**src/rtl/multicycle_controller.sv**
```systemverilog
`default_nettype none
// ============================================================================
//  Module   : multicycle_controller
//  Purpose  : Control unit for a multi-cycle RV32I datapath. A Moore main FSM
//             sequences each instruction. Combinational decoders produce the
//             ALU function and the immediate type.
//             Supported instructions: lw, sw, R-type ALU, I-type ALU, beq,
//             jal, lui.
//  Ports    : clk        - rising-edge clock
//             reset      - asynchronous active-high reset, forces FETCH
//             op         - instr[6:0]
//             funct3     - instr[14:12]
//             funct7b5   - instr[30]
//             zero       - ALU zero flag
//             immsrc     - 000 I, 001 S, 010 B, 011 J, 100 U
//             alusrca    - 00 PC, 01 OldPC, 10 rs1
//             alusrcb    - 00 rs2, 01 immext, 10 constant 4
//             resultsrc  - 00 ALUOut, 01 read data, 10 ALU result, 11 immext
//             adrsrc     - 0 PC, 1 Result
//             alucontrol - 000 add, 001 sub, 010 and, 011 or, 100 xor, 101 slt
//             irwrite, pcwrite, regwrite, memwrite - write enables
//             illegal    - (ILLEGAL_TRAP_EN only) set while parked in TRAP
//  Options  : `define ILLEGAL_TRAP_EN adds the illegal output. It sends
//             unsupported opcodes and undefined ALU funct3 codes to a
//             TRAP state that can only be left through reset.
//  Revision : 1.0 - initial release
// ============================================================================
module multicycle_controller (
  input  logic       clk,
  input  logic       reset,
  input  logic [6:0] op,
  input  logic [2:0] funct3,
  input  logic       funct7b5,
  input  logic       zero,
  output logic [2:0] immsrc,
  output logic [1:0] alusrca,
  output logic [1:0] alusrcb,
  output logic [1:0] resultsrc,
  output logic       adrsrc,
  output logic [2:0] alucontrol,
  output logic       irwrite,
  output logic       pcwrite,
  output logic       regwrite,
  output logic       memwrite
`ifdef ILLEGAL_TRAP_EN
  ,
  output logic       illegal
`endif
);

  localparam logic [6:0] c_OP_LW   = 7'b0000011;
  localparam logic [6:0] c_OP_SW   = 7'b0100011;
  localparam logic [6:0] c_OP_R    = 7'b0110011;
  localparam logic [6:0] c_OP_I    = 7'b0010011;
  localparam logic [6:0] c_OP_BEQ  = 7'b1100011;
  localparam logic [6:0] c_OP_JAL  = 7'b1101111;
  localparam logic [6:0] c_OP_LUI  = 7'b0110111;

  typedef enum logic [3:0] {
    S_FETCH    = 4'd0,
    S_DECODE   = 4'd1,
    S_MEMADR   = 4'd2,
    S_MEMREAD  = 4'd3,
    S_MEMWB    = 4'd4,
    S_MEMWRITE = 4'd5,
    S_EXECUTER = 4'd6,
    S_EXECUTEI = 4'd7,
    S_ALUWB    = 4'd8,
    S_BEQ      = 4'd9,
    S_JAL      = 4'd10,
    S_LUI      = 4'd11,
    S_TRAP     = 4'd12
  } state_t;

  state_t     r_state;
  state_t     w_next_state;
  logic [1:0] w_aluop;
  logic       w_branch;
  logic       w_pcupdate;

`ifdef ILLEGAL_TRAP_EN
  // funct3 codes with no supported ALU operation (shifts, sltu)
  logic w_funct3_bad;
  assign w_funct3_bad = (funct3 == 3'b001) || (funct3 == 3'b011) ||
                        (funct3 == 3'b101);
`endif

  // --------------------------------------------------------------------------
  // State register
  // --------------------------------------------------------------------------
  always_ff @(posedge clk or posedge reset) begin
    if (reset) r_state <= S_FETCH;
    else       r_state <= w_next_state;
  end

  // --------------------------------------------------------------------------
  // Next state and Moore outputs
  // --------------------------------------------------------------------------
  always_comb begin
    w_next_state = S_FETCH;
    adrsrc       = 1'b0;
    irwrite      = 1'b0;
    alusrca      = 2'b00;
    alusrcb      = 2'b00;
    resultsrc    = 2'b00;
    w_aluop      = 2'b00;
    w_branch     = 1'b0;
    w_pcupdate   = 1'b0;
    regwrite     = 1'b0;
    memwrite     = 1'b0;

    case (r_state)
      S_FETCH: begin
        irwrite      = 1'b1;
        alusrcb      = 2'b10;
        resultsrc    = 2'b10;
        w_pcupdate   = 1'b1;
        w_next_state = S_DECODE;
      end
      S_DECODE: begin
        // OldPC + immext: branch target parked in ALUOut for BEQ
        alusrca = 2'b01;
        alusrcb = 2'b01;
        case (op)
          c_OP_LW, c_OP_SW: w_next_state = S_MEMADR;
          c_OP_R:           w_next_state = S_EXECUTER;
          c_OP_I:           w_next_state = S_EXECUTEI;
          c_OP_BEQ:         w_next_state = S_BEQ;
          c_OP_JAL:         w_next_state = S_JAL;
          c_OP_LUI:         w_next_state = S_LUI;
`ifdef ILLEGAL_TRAP_EN
          default:          w_next_state = S_TRAP;
`else
          default:          w_next_state = S_FETCH;
`endif
        endcase
      end
      S_MEMADR: begin
        alusrca      = 2'b10;
        alusrcb      = 2'b01;
        w_next_state = (op == c_OP_SW) ? S_MEMWRITE : S_MEMREAD;
      end
      S_MEMREAD: begin
        adrsrc       = 1'b1;
        w_next_state = S_MEMWB;
      end
      S_MEMWB: begin
        resultsrc    = 2'b01;
        regwrite     = 1'b1;
        w_next_state = S_FETCH;
      end
      S_MEMWRITE: begin
        adrsrc       = 1'b1;
        memwrite     = 1'b1;
        w_next_state = S_FETCH;
      end
      S_EXECUTER, S_EXECUTEI: begin
        alusrca      = 2'b10;
        alusrcb      = (r_state == S_EXECUTEI) ? 2'b01 : 2'b00;
        w_aluop      = 2'b10;
`ifdef ILLEGAL_TRAP_EN
        w_next_state = w_funct3_bad ? S_TRAP : S_ALUWB;
`else
        w_next_state = S_ALUWB;
`endif
      end
      S_ALUWB: begin
        regwrite     = 1'b1;
        w_next_state = S_FETCH;
      end
      S_BEQ: begin
        alusrca      = 2'b10;
        w_aluop      = 2'b01;
        w_branch     = 1'b1;
        w_next_state = S_FETCH;
      end
      S_JAL: begin
        // PC <= ALUOut (target); ALU computes OldPC + 4 for the link value
        alusrca      = 2'b01;
        alusrcb      = 2'b10;
        w_pcupdate   = 1'b1;
        w_next_state = S_ALUWB;
      end
      S_LUI: begin
        resultsrc    = 2'b11;
        regwrite     = 1'b1;
        w_next_state = S_FETCH;
      end
`ifdef ILLEGAL_TRAP_EN
      S_TRAP: begin
        w_next_state = S_TRAP;
      end
`endif
      // Unused encodings recover to FETCH on the next edge
      default: w_next_state = S_FETCH;
    endcase
  end

  assign pcwrite = w_pcupdate | (w_branch & zero);

`ifdef ILLEGAL_TRAP_EN
  assign illegal = (r_state == S_TRAP);
`endif

  // --------------------------------------------------------------------------
  // ALU decoder
  // --------------------------------------------------------------------------
  always_comb begin
    alucontrol = 3'b000;
    case (w_aluop)
      2'b00: alucontrol = 3'b000;
      2'b01: alucontrol = 3'b001;
      default: begin
        case (funct3)
          // sub only for R-type with funct7[5]; addi never subtracts
          3'b000:  alucontrol = (op[5] & funct7b5) ? 3'b001 : 3'b000;
          3'b010:  alucontrol = 3'b101;
          3'b100:  alucontrol = 3'b100;
          3'b110:  alucontrol = 3'b011;
          3'b111:  alucontrol = 3'b010;
          default: alucontrol = 3'b000;
        endcase
      end
    endcase
  end

  // --------------------------------------------------------------------------
  // Immediate-type decoder
  // --------------------------------------------------------------------------
  always_comb begin
    immsrc = 3'b000;
    case (op)
      c_OP_LW, c_OP_I: immsrc = 3'b000;
      c_OP_SW:         immsrc = 3'b001;
      c_OP_BEQ:        immsrc = 3'b010;
      c_OP_JAL:        immsrc = 3'b011;
      c_OP_LUI:        immsrc = 3'b100;
      default:         immsrc = 3'b000;
    endcase
  end

endmodule
`default_nettype wire

```
**config.mk**
```make
export PLATFORM = sky130hd
export DESIGN_NAME = multicycle_controller
export DESIGN_NICKNAME = d
export VERILOG_FILES = /design/src/rtl/multicycle_controller.sv
export SDC_FILE = /design/constraint.sdc
export NUM_CORES = 1
export LEC_CHECK = 0
export BUFFER_PORTS_ARGS = -buffer_cell sky130_fd_sc_hd__buf_4
export CORE_AREA = 5 5 42 44
export CTS_CLUSTER_DIAMETER = 120
export CTS_CLUSTER_SIZE = 20
export DETAILED_ROUTE_END_ITERATION = 12
export DIE_AREA = 0 0 47 49
export PLACE_DENSITY = 0.79
export SLEW_MARGIN = 20
export SYNTH_ARGS = -nofsm -noshare
export SYNTH_HDL_FRONTEND = slang
export SYNTH_SLANG_ARGS = --single-unit
export TNS_END_PERCENT = 50
```
**constraint.sdc**
```tcl
create_clock -name clk -period 2.44 [get_ports clk]
set_clock_uncertainty 0.1 [all_clocks]
set_input_delay 0.244 -clock clk [delete_from_list [all_inputs] [get_ports clk]]
set_output_delay 0.244 -clock clk [all_outputs]
set_load 0.03 [all_outputs]
```
Word level (Yosys, flattened, before mapping):

Cells that the tools add are included.

* bits in registers: 4
* input bits: 14
* output and inout port bits: 17

* equal/unequal tests: 23
* muxes and demuxes: 18
* bitwise operators: 3
* reduce and logical (&&, ||, !) cells: 12

Operators with widths (number)
* case mux 4 bit (6 select lines): 1
* == test 7 x 6 -> 1 bit (second input constant): 3
* case mux 4 bit (5 select lines): 1
* == test 4 x 3 -> 1 bit (second input constant): 4
* == test 4 bit (second input constant): 4
* case mux 3 bit (5 select lines): 1
* == test 7 bit (second input constant): 2
* case mux 2 bit (3 select lines): 2
* case mux 3 bit (4 select lines): 1
* OR reduction 2 bit: 6
* == test 3 bit (second input constant): 3
* == test 4 x 2 -> 1 bit (second input constant): 2
* two-way mux 1 bit: 8
* case mux 2 bit (2 select lines): 2
* == test 7 x 2 -> 1 bit (second input constant): 1
* == test 7 x 5 -> 1 bit (second input constant): 1
* case mux 3 bit (2 select lines): 1
* OR reduction 3 bit: 2
* == test 4 x 1 -> 1 bit (second input constant): 1
* logical NOT 4 bit: 1
* OR reduction 4 bit: 1
* == test 3 x 2 -> 1 bit (second input constant): 1
* logical NOT 3 bit: 1
* two-way mux 3 bit: 1
* 4 further kinds: 5

Depth between registers and ports, before layout:

* depth after elaboration: 5
* depth in mapped cells: 4
* gate-level depth less buffers: 3

Worst setup path before layout:

No wires, ideal clock.

* path kind: register to output
* start point: register r_state[1]
* end point: output port alusrcb[0]
* data arrival time: 1.549 ns
* setup slack: 0.547 ns
* cell stages (with the launch flop): 5
* buffers on the path: 1
* cells stage by stage: dfrtp_1 -> buf_6 -> xor2_1 -> nor2_1 -> a211oi_1

* word-level cells in the longest chain between the ends: 3
* elaborated cells on any way between the ends: 11
* those cells by class: eq/ne (5); mux (2); reduce/logical (4)

Ends and longest elaborated chain
* from (decl): line 75 `state_t r_state;`
* from (signal assigned): line 93 `else r_state <= w_next_state;`
* == test 4 x 3 -> 1 bit (tied with other cells): line 112, 159
* two-way mux 1 bit (tied with other cells): line 159 `alusrcb = (r_state == S_EXECUTEI) ? 2'b01 : 2'b00;`
* case mux 2 bit (3 select lines) (*): line 112 `case (r_state)`
* to (decl): line 37 `output logic [1:0] alusrcb,`

Every way passes the cells marked *; elsewhere a longest branch is shown, timed or not.

Worst setup path in the final report:

* start point: register r_state[0]
* end point: output port alusrcb[0]

Same word-level chain as after synthesis.

==> tab_implementation.tex <==
\begin{tabular}{lr}
\hline
Metric & Value \\
\hline
\multicolumn{2}{l}{\textbf{Worst setup path}} \\
\quad WS Path Type & register to output pin \\
\quad Reg2Reg Depth & 2 \\
\quad Slack of the worst reg-to-reg path & 0.96 ns \\
\quad Sort of element at the start of the critical path & register \\
\quad Largest driver fanout on the critical path & 17 \\
\quad CP Capture Type & output pin \\
\quad RR Startpoint & r\_state[3] \\
\quad Critical path data required time & 2.10 ns \\
\quad Arrival time worst endpoint & 1.62 ns \\
\quad Endpoint of the worst-slack reg-to-reg timing path & r\_state[1] \\
\multicolumn{2}{l}{\textbf{Placed design}} \\
\quad I/O Buffers & 30 \\
\quad Estimated wirelength of the detail-placed design & 1340 µm \\
\quad Placer's final routability congestion estimate & 0.766 \\
\quad Setup slack at placement & 0.709 ns \\
\multicolumn{2}{l}{\textbf{GRT}} \\
\quad Number of antenna violations at the first check in global routing & 0 \\
\quad Via count of the first global-routing pass & 667 \\
\quad First-pass GRT wire length & 2760 µm \\
\quad Global-route congestion overflow total & 0 \\
\quad Gr usage total & 0.158 \\
\quad Largest net degree at the start of global routing & 18 \\
\multicolumn{2}{l}{\textbf{Floorplan}} \\
\quad Row count & 14 \\
\quad Initial Util & 0.433 \\
\quad Chip width & 47 µm \\
\quad Core Area & 1400 µm² \\
\quad Die Y-Extent & 49 µm \\
\quad I/O pin total & 31 \\
\quad Die area & 2300 µm² \\
\multicolumn{2}{l}{\textbf{Layout}} \\
\quad Register with the most flip-flops & r\_state \\
\quad Final Net Count & 129 \\
\quad Number of flip-flops in the largest register & 4 \\
\quad Ratio of cells with drive above 1 in the final layout & 0.354 \\
\quad Largest registers ranked by flip-flop count & r\_state x4 \\
\quad Layout overhead on the synthesized area & 39.8\% \\
\quad Fillers & 152 \\
\quad Total area of multi-input combinational cells & 455 µm² \\
\quad Ant. Diodes & 0 \\
\quad Register area & 100 µm² \\
\multicolumn{2}{l}{\textbf{CTS}} \\
\quad Clk pin slew, worst setup/hold paths & 0.04 ns \\
\quad Buffer type at the clock tree root & sky130\_fd\_sc\_hd\_\_clkbuf\_4 \\
\quad Clock tree from TritonCTS & built \\
\quad Sinks on the clock net & 4 \\
\quad \# H-tree levels & 1 \\
\quad CTS resizes & 0 \\
\quad CTS buffer count & 3 \\
\quad Clock network latency to the later pin of the worst-skew pair & 0.23 ns \\
\quad Largest buffer count on any clock path & 2 \\
\quad Post CTS Setup Buffer Count & 0 \\
\multicolumn{2}{l}{\textbf{Logic synthesis}} \\
\quad Post-synthesis cell count & 85 \\
\quad Fraction of synthesized cell area taken by the top area cell type & 0.165 \\
\quad Post-synthesis sequential area ratio & 0.165 \\
\quad Dominant cell type by area after synthesis & sky130\_fd\_sc\_hd\_\_dfrtp\_1 \\
\quad Most instantiated cells after synthesis & 8 x sky130\_fd\_sc\_hd\_\_nor2\_1, 7 x sky130\_fd\_sc\_hd\_\_nand2\_1, 4 x sky130\_fd\_sc\_hd\_\_dfrtp\_1, 4 x sky130\_fd\_sc\_hd\_\_inv\_1, 4 x sky130\_fd\_sc\_hd\_\_o21ai\_0 \\
\quad Netlist area before placement & 607 µm² \\
\quad Top flip-flop cell by instance count after synthesis & sky130\_fd\_sc\_hd\_\_dfrtp\_1 \\
\quad Synthesis warning total & 0 \\
\quad Synth top area cells & sky130\_fd\_sc\_hd\_\_dfrtp\_1 16\%, sky130\_fd\_sc\_hd\_\_nor2\_1 4.9\%, sky130\_fd\_sc\_hd\_\_nand2\_1 4.3\%, sky130\_fd\_sc\_hd\_\_xnor2\_1 4.3\%, sky130\_fd\_sc\_hd\_\_o21ai\_0 3.3\% \\
\quad Most frequent cell after synthesis & sky130\_fd\_sc\_hd\_\_nor2\_1 \\
\quad Number of register bits inferred by synthesis & 4 \\
\quad Async set or reset register ratio after synthesis & 1.00 \\
\quad Post-synth cell types & 40 \\
\quad Post-Syn Nets & 99 \\
\quad Mapped Avg Cell Area & 7.14 µm² \\
\quad EDFF count, synth & 0 \\
\multicolumn{2}{l}{\textbf{Drt}} \\
\quad Violation count after the first detailed-routing iteration & 18 \\
\quad Vias after detailed routing & 718 \\
\quad Post-DRT Antenna Nets & 0 \\
\quad Iteration count of the initial detailed-routing pass & 4 \\
\quad Via density per instance & 5.57 \\
\quad Post-route DRC violation count & 0 \\
\quad Wirelength, routed & 1670 µm \\
\quad Average wire per cell in the routed design & 13.0 µm \\
\multicolumn{2}{l}{\textbf{Timing}} \\
\quad RSZ-0062 raised after global routing & false \\
\quad Crit path setup slack, layout & 0.475 ns \\
\quad Setup Viol. Count Final & 0 \\
\quad Crit path time final & 1.97 ns \\
\quad Total Negative Setup Slacks & 0 ns \\
\quad Worst slew margin & 0.683 \\
\quad Transition time of the tightest slew-check pin & 0.475 ns \\
\quad Final hold vios & 0 \\
\quad Crit share post-route & 0.805 \\
\quad Max Fclk & 509 MHz \\
\quad Final Slew Violations & 0 \\
\multicolumn{2}{l}{\textbf{Power and ir drop}} \\
\quad Max IR drop VDD & 0.397 mV \\
\quad Power density cells & 553 nW/µm² \\
\quad Leakage power total & 0.381 nW \\
\multicolumn{2}{l}{\textbf{Run status}} \\
\quad Status & finished, final reports clean \\
\multicolumn{2}{l}{\textbf{Job}} \\
\quad Max-Cap Viols & 0 \\
\multicolumn{2}{l}{\textbf{Worst hold path}} \\
\quad Min-delay src & op[4] \\
\quad Endpoint with the worst hold slack & r\_state[2] \\
\quad Type of the tightest min-delay check & input pin to register \\
\quad Worst Hold Path Cells & 3 \\
\hline
\end{tabular}
## through the flow
stage | cell area [µm²] | power [mW] | utilization | hold slack (ns) | std cells
after floorplan | 607 | 0.292 | - | -0.0899 | 85
after global placement | 816 | 0.382 | 0.582 | 0.0317 | 125
after detailed placement | 816 | 0.390 | 0.582 | 0.0412 | 125
after CTS | 848 | 0.473 | 0.605 | 0.262 | 129
after global routing | 848 | 0.506 | 0.605 | 0.291 | 129
final | 848 | 0.469 | 0.605 | 0.265 | 129
## report_power, final
| group | internal (mW) | switching (mW) |
|---|---|---|
| Clock | 0.0548 | 0.0238 |
| Sequential | 0.0738 | 0.0293 |
| Combinational | 0.117 | 0.170 |
| Total | 0.246 | 0.223 |
## worst max-delay path by stage
| stage | from | end | slack, ns | cells after the start |
|---|---|---|---|---|
| floorplan | r_state[1] | alusrcb[0] | 0.55 | 4 |
| global placement | r_state[1] | alucontrol[0] | 0.81 | 3 |
| detailed placement | r_state[0] | alusrcb[0] | 0.71 | 4 |
| CTS | r_state[0] | alusrcb[0] | 0.46 | 4 |
| global route | r_state[0] | alusrcb[0] | 0.30 | 4 |
| finish | r_state[0] | alusrcb[0] | 0.47 | 4 |
## placed cells by master (no fill, tap or decap), drive strengths merged
cell,instances
buf,30
nor2,9
nand2,7
inv,4
o21ai,4
dfrtp,4
nor2b,3
xnor2,3
nand3,3
a21oi,3
clkbuf,3
and3b,3
or2,2
xor2,2
a211oi,2
a22oi,2
nand3b,2
or3,2
nand4,2
a31oi,2
nor3b,2
o22ai,2
nor3,2
and2b,2
nand4b,1
o31a,1
and2,1
and3,1
a211o,1
o2111ai,1
and4,1
a2111oi,1
a21boi,1
a311oi,1
o32ai,1
nand2b,1
dlygate4sd3,1
## area by class of cell
| cell class | count | share of cell area |
|---|---|---|
| clock buffer | 3 | 0.0265 |
| sequential | 4 | 0.118 |
| inverter | 4 | 0.0177 |
| tap | 16 | 0.0236 |
| timing repair buffer | 31 | 0.277 |
| multi-input combinational | 71 | 0.537 |
## per-layer routing
layer | vias up | global-route usage | share of wire
met5 | - | 0 | 0
met4 | 0 | 0.0737 | 0
met3 | 0 | 0.0258 | 0.066
met2 | 21 | 0.265 | 0.51
met1 | 329 | 0.186 | 0.43
li1 | 368 | - | -
## cell families after synthesis
logic type             Yosys count  synth area share
AO/OA/AOI/OAI                   22             0.258
XOR/XNOR                         5            0.0722
buffers and inverters           10            0.0845
flip-flops                       4             0.165
AND/OR/NAND/NOR                 44             0.421
## critical path, stage by stage (launching register included)
cell                       delay, ns
sky130_fd_sc_hd__dfrtp_1        0.62
sky130_fd_sc_hd__xor2_1         0.22
sky130_fd_sc_hd__nor2_1         0.07
sky130_fd_sc_hd__a211oi_1       0.27
sky130_fd_sc_hd__buf_4          0.21
## timing repair
action                     4_1_cts  5_1_grt
setup endpoints to repair        0        0
hold endpoints to repair         4        0
hold buffers                     1        0
(Power assumes the default switching activity.)
